$ cat src/rtl/io_controller.sv
// io_controller: sequences IN/OUT instructions against the board I/O.
// IN stalls the processor until a debounced release-then-press of `enter`,
// latches the switch word and frees the pipeline for one cycle; OUT latches
// RDvalue into a held display register with a one-cycle update pulse.
module io_controller #(
    parameter int         DEBOUNCE_CYCLES = 16,
    parameter logic [5:0] OP_IN           = 6'd30,
    parameter logic [5:0] OP_OUT          = 6'd31
) (
    input  logic        clock,
    input  logic        reset,
    input  logic [5:0]  opcode,
    input  logic        enter,
    input  logic [31:0] IN_switches,
    input  logic [31:0] RDvalue,
    output logic [31:0] IN_Data,
    output logic        stall,
    output logic [31:0] OUT,
    output logic        flagOUT,
    output logic        LED
);

    localparam int             CNT_W    = $clog2(DEBOUNCE_CYCLES + 1);
    // Counter value on the last qualifying cycle of a debounce window.
    localparam logic [CNT_W-1:0] CNT_LAST = CNT_W'(DEBOUNCE_CYCLES - 1);

    typedef enum logic [2:0] {
        S_IDLE,
        S_ARM,
        S_WAIT_PRESS,
        S_CAPTURE,
        S_RELEASE
    } state_t;

    state_t           state;
    state_t           state_next;
    logic [CNT_W-1:0] cnt;
    logic [CNT_W-1:0] cnt_next;
    logic             stall_raw;

    logic             enter_p0;
    logic             enter_p1;
    logic             enter_s;

    logic             is_in;
    logic             is_out;

    assign is_in   = (opcode == OP_IN);
    assign is_out  = (opcode == OP_OUT);
    assign enter_s = enter_p1;

    // Two-flop synchronizer for the asynchronous pushbutton.
    always_ff @(posedge clock or posedge reset) begin
        if (reset) begin
            enter_p0 <= 1'b0;
            enter_p1 <= 1'b0;
        end else begin
            enter_p0 <= enter;
            enter_p1 <= enter_p0;
        end
    end

    // FSM state and debounce counter register.
    always_ff @(posedge clock or posedge reset) begin
        if (reset) begin
            state <= S_IDLE;
            cnt   <= '0;
        end else begin
            state <= state_next;
            cnt   <= cnt_next;
        end
    end

    // Next state, debounce counting, stall request and operator LED.
    // The counter only advances while enter_s matches the level being
    // qualified; any other sample or any state change returns it to zero.
    always_comb begin
        state_next = state;
        cnt_next   = '0;
        stall_raw  = 1'b0;
        LED        = 1'b0;
        case (state)
            S_IDLE: begin
                if (is_in) begin
                    stall_raw  = 1'b1;
                    state_next = S_ARM;
                end
            end
            S_ARM: begin
                // Require a clean release first so a button still held
                // from the previous IN cannot satisfy this one.
                stall_raw = 1'b1;
                LED       = 1'b1;
                if (!enter_s) begin
                    if (cnt == CNT_LAST) begin
                        state_next = S_WAIT_PRESS;
                    end else begin
                        cnt_next = cnt + CNT_W'(1);
                    end
                end
            end
            S_WAIT_PRESS: begin
                stall_raw = 1'b1;
                LED       = 1'b1;
                if (enter_s) begin
                    if (cnt == CNT_LAST) begin
                        state_next = S_CAPTURE;
                    end else begin
                        cnt_next = cnt + CNT_W'(1);
                    end
                end
            end
            S_CAPTURE: begin
                stall_raw  = 1'b1;
                state_next = S_RELEASE;
            end
            S_RELEASE: begin
                // The IN instruction retires here; PC advances this edge.
                state_next = S_IDLE;
            end
            default: begin
                state_next = S_IDLE;
            end
        endcase
    end

    // Reset overrides the IDLE+OP_IN decode so the processor is never
    // held while the controller itself is being reset.
    assign stall = stall_raw & ~reset;

    // Switch word latch, loaded only in CAPTURE and held until the next one.
    always_ff @(posedge clock or posedge reset) begin
        if (reset) begin
            IN_Data <= '0;
        end else if (state == S_CAPTURE) begin
            IN_Data <= IN_switches;
        end
    end

    // Display register and its one-cycle update pulse.
    always_ff @(posedge clock or posedge reset) begin
        if (reset) begin
            OUT     <= '0;
            flagOUT <= 1'b0;
        end else if (is_out && !stall) begin
            OUT     <= RDvalue;
            flagOUT <= 1'b1;
        end else begin
            flagOUT <= 1'b0;
        end
    end

endmodule

$ cat config.mk
export PLATFORM = sky130hd
export DESIGN_NAME = io_controller
export DESIGN_NICKNAME = d
export VERILOG_FILES = /design/src/rtl/io_controller.sv
export SDC_FILE = /design/constraint.sdc
export NUM_CORES = 1
export LEC_CHECK = 0
export CORE_ASPECT_RATIO = 0.8
export CORE_MARGIN = 4
export CORE_UTILIZATION = 45
export CTS_BUF_LIST = sky130_fd_sc_hd__clkbuf_8
export DETAILED_ROUTE_END_ITERATION = 8
export PLACE_DENSITY = 0.88
export SETUP_SLACK_MARGIN = 0.2
export SYNTH_ARGS = -nofsm -noshare
export SYNTH_HDL_FRONTEND = slang
export SYNTH_SLANG_ARGS = --single-unit
export TNS_END_PERCENT = 30
$ cat constraint.sdc
create_clock -name clock -period 5.1 [get_ports clock]
set_input_delay 1.53 -clock clock [delete_from_list [all_inputs] [get_ports clock]]
set_output_delay 1.53 -clock clock [all_outputs]
set_load 0.005 [all_outputs]
After elaboration in Yosys (flattened, before gate mapping) --
Cells that the tools add are included.
Operators by class: add/subtract/negate cells 1, multiply operators 0, div/mod/pow operators 0, magnitude comparators 0, equality and inequality tests 11, shifts and indexed selects 0, multiplexer cells 14, bitwise logic cells 2, reductions and logical operators 6
Operators by type and width (count):
- two-way mux 3 bit | 5
- two-way mux 5 bit | 3
- equality test 6 x 5 -> 1 bit (second input constant) | 2
- one-hot mux 3 bit (4 select lines) | 1
- inequality test 2 bit (second input constant) | 5
- one-hot mux 5 bit (2 select lines) | 1
- equality test 3 x 2 -> 1 bit (second input constant) | 2
- adder 5 x 1 -> 5 bit (second input constant) | 1
- equality test 5 x 4 -> 1 bit (second input constant) | 1
- AND reduction 5 bit | 1
- equality test 3 x 1 -> 1 bit (second input constant) | 1
- logical NOT 3 bit | 1
- two-way mux 1 bit | 3
- OR reduction 3 bit | 1
- one-hot mux 1 bit (2 select lines) | 1
- OR reduction 2 bit | 1
- AND 1 bit | 1
- logical AND 1 bit | 1
- logical NOT 1 bit | 1
- NOT 1 bit | 1
Storage, ports and cells: flip-flop bits (word level) 75, bits in latches 0, memory bits (writable) 0, bits in read-only memories 0, input bits 73, output and inout port bits 67, word-level logic and storage cells 41, memories 0

Depth between registers and ports, before layout --
depth in word-level cells 7, gate-level depth with buffers 5, depth with buffers taken out 4

Worst setup path after synthesis --
Ideal clock, no wire load.
kind input port to output port, start input opcode[5], end output stall, arrival time 2.056 ns, data required time 3.570 ns, setup slack 1.514 ns, stages 3, path buffers 0, cells stage by stage and4b_1 > nand2_1 > a21oi_1
On the way: cells in the longest elaborated chain, start to end 4
RTL lines:
- start: declaration | line 12 | input logic [5:0] opcode,
- equality test 6 x 5 -> 1 bit | line 48 | assign is_in = (opcode == OP_IN);
- two-way mux 1 bit | line 84 | if (is_in) begin
- one-hot mux 1 bit (2 select lines) | line 82 | case (state)
- AND 1 bit | line 129 | assign stall = stall_raw & ~reset;
- end: declaration | line 17 | output logic stall,
Every way passes these cells.

Worst setup path after layout --
start input opcode[3], end output stall
Same word-level chain as after synthesis.

==> flow_summary.ini <==
[timing]
setup_repair_after_global_routing_missed_its_margin = false
worst_slew_margin_pct = 29.71
timing.fmax_mhz = 217.2
totalNegativeSetupSlack_ns = 0
timing.hold.ws_ns = 0.3477
slew_at_the_pin_closest_to_its_max_slew_limit_ns = 1.054
fin_crit_ns = 4.603
finalSetupViolCount = 0
clock-skew-final_ns = 0.006221
final_hold_viol_count = 0
timing.final.crit_share_pct = 90.26
slew_viol_final = 0

[worst_setup_path]
critPathKind = in2out
critical_path_rt_ns = 3.57
critical-path-top-cell-by-count = sky130_fd_sc_hd__clkdlybuf4s50_1
timing.critical_path.slowest_stage_cell = sky130_fd_sc_hd__clkdlybuf4s50_1
timing.critical_path.cells = clkdlybuf4s50_1, and4b_1, nand2_1, a21oi_1, clkdlybuf4s50_1
worstPathMaxFanout = 3
timing.critical_path.from_type = input pin
peak_per_stage_delay_on_the_critical_path_ns = 0.52
endpoint_kind = output port
reg2reg_depth = 3
critPathArrivalTime_ns = 3.07

[global_routing]
grt_antenna_before_repair = 0
global_route.peak_usage_layer = met2
global_route.overflow_total = 0
grt_max_degree = 50
grt_pass1_vias = 2257
gr-usage-met2_pct = 31.46
use_met1_pct = 21.51
grt.total_usage_pct = 18.94
global_routing_met3_resource_utilization_pct = 9.956
grt_first_pass_wirelength_um = 11500

[clock_network]
h-tree-depth = 3
post_cts_hold_buffer_count = 0
cts-buffers-inserted = 9
cts_repair_resize_count = 0
worst_setup_hold_path_clk_slew_ns = 0.06
cts.path.max_buffers = 2
post_cts_buffers = 0
cts.sinks = 75
cts_root_buffer = sky130_fd_sc_hd__clkbuf_8
worst_skew_pair.late_latency_ns = 0.34
cts_tree = built

[yosys]
unique_masters_post_synth = 28
synth_enable_flop_cells = 0
netlist_area_sq_um = 2900
yosys_warnings = 0
synth.avg_cell_area_sq_um = 15.85
syn_nets = 257
synthTopCellsByArea = sky130_fd_sc_hd__dfrtp_1 (65%), sky130_fd_sc_hd__mux2_2 (24%), sky130_fd_sc_hd__buf_6 (1.2%)
dominantRegCellSynth = sky130_fd_sc_hd__dfrtp_1
synth.ff_latch_count = 75
yosysTopAreaCellShare_pct = 64.71
synth_sequential_area_ratio_pct = 64.71
synthesis.instances = 183
synth_common_cells = sky130_fd_sc_hd__dfrtp_1 (75), sky130_fd_sc_hd__mux2_2 (63), sky130_fd_sc_hd__buf_2 (5), sky130_fd_sc_hd__nor2_1 (5), sky130_fd_sc_hd__inv_1 (4)
post-synth-top-count-cell = sky130_fd_sc_hd__dfrtp_1
synth_area_leader_cell = sky130_fd_sc_hd__dfrtp_1
async_flop_share_pct = 100.0

[drt]
detail_route.iter0.violations = 68
drt-pass1-iter-count = 4
post_drt_via_cell_ratio = 4.857
detail_route.wirelength_um = 6990
drc_errors = 0
wire_per_inst_um = 16.92
route.vias.total = 2006
detail-route-antenna-nets = 0

[finish]
num-nets-final = 401
total_non_filler_cell_area_in_the_finished_layout_sq_um = 4592
layout-area-overhead-vs-synth_pct = 58.33
final-instance-count-excl-fill = 413
final_core_util_pct = 75.67
antenna_cells = 0
drive_above_1_share_pct = 25.00

[placement]
post-dp-hpwl_um = 5316
port-buffer-count = 139
postPlaceCellArea_sq_um = 4349
gpl.final_weighted_congestion = 0.7415
placed_cell_count = 397

[run_status]
outcome = finished, final reports clean

[die]
io_pins = 140
floorplan.die.height_um = 79.81
start_util_pct = 47.79
design.core.area_sq_um = 6068
std_cell_rows = 25
die_area_sq_um = 7801
dieWidth_um = 97.76

[run]
timing.max_cap.violations = 0

[power]
sequentialPowerShare_pct = 46.7
cellInternalPower_mw = 1.140
p_switching_mw = 0.2935
clock_power_share_pct = 37.6
ir_drop_mv = 0.2605
power_density_nw_per_um2 = 312.3
leakage_power_nw = 2.038
netSwitchingFraction_pct = 20.47
share_comb_of_total_power_pct = 15.7

[hold_path]
min_path_type = reg2reg
cell_depth_of_the_worst_min_delay_path = 0
-- critical path: cells and delay by family --
kind	cells	cell delay, ns
buf+inv	2	1.01
simple gates	2	0.39
compound gates	1	0.14
-- area by class of cell --
class	instances	area, sq um
clock buffers	10	137.6
clock inverters	6	105.1
fillers	382	1476
flip-flops and latches	75	1877
well taps	81	101.3
repair buffers	141	1406
multi-input cells	96	949.7
inverters	4	15.01
-- sequential cells by signal, indices dropped and copies added, names as in the netlist --
name	flops
OUT	32
flagOUT	1
enter_p0	1
state	3
enter_p1	1
IN_Data	32
cnt	5
-- placed cells by master (no fill, tap or decap), types with 2 or more instances in the layout --
cell type	Yosys	final
sky130_fd_sc_hd__nand3_1	2	2
sky130_fd_sc_hd__nor2_1	5	5
sky130_fd_sc_hd__bufinv_16	0	3
sky130_fd_sc_hd__mux2_2	63	63
sky130_fd_sc_hd__nand3b_1	2	2
sky130_fd_sc_hd__xnor2_1	2	2
sky130_fd_sc_hd__a21oi_1	3	3
sky130_fd_sc_hd__dfrtp_1	75	75
sky130_fd_sc_hd__clkbuf_8	0	10
sky130_fd_sc_hd__nor3_1	2	2
sky130_fd_sc_hd__buf_4	0	2
sky130_fd_sc_hd__inv_1	4	5
sky130_fd_sc_hd__clkdlybuf4s50_1	0	139
-- per-layer routing --
metal	share of wire, %	routed length, um	vias up
li1	-	-	932
met1	40	2812	954
met2	47	3299	110
met3	11	789	10
met4	1.3	88	0
met5	0	0	-
-- metrics by stage --
stage	setup WS [ns]	power [mW]
3_5_place_dp	0.5153	0.9087
5_1_grt	0.4712	1.498
4_1_cts	0.5162	1.454
3_3_place_gp	0.5968	0.8995
2_1_floorplan	1.514	0.7377
6_report	0.4966	1.434
-- cell families after synthesis --
logic type               count (synthesis)  synth area share (%)
flip-flops                              75                 64.71
multiplexers                            64                 24.85
adder cells (fa/ha/maj)                  1                0.4313
AND/OR/NAND/NOR                         20                 4.013
buffers and inverters                   12                 2.545
AO/OA/AOI/OAI                            8                 2.546
XOR/XNOR                                 3                0.9061
-- power by group through the flow --
stage          logic (mW)  clock network, mW  registers [mW]
2_1_floorplan      0.0556                  0           0.682
3_3_place_gp        0.222                  0           0.677
3_5_place_dp        0.227                  0           0.681
4_1_cts             0.229              0.555           0.670
5_1_grt             0.243              0.579           0.676
6_report            0.224              0.540           0.670
-- final timing paths --
path,from,end,slack (ns)
max in group asynchronous,reset,IN_Data[19],2.51
worst min register to register,enter_p0,enter_p1,0.35
worst min-delay path,enter_p0,enter_p1,0.35
worst max-delay path,opcode[3],stall,0.50
min in group asynchronous,reset,OUT[9],1.59
worst max register to register,state[2],OUT[0],2.93
(Power assumes the default switching activity.)
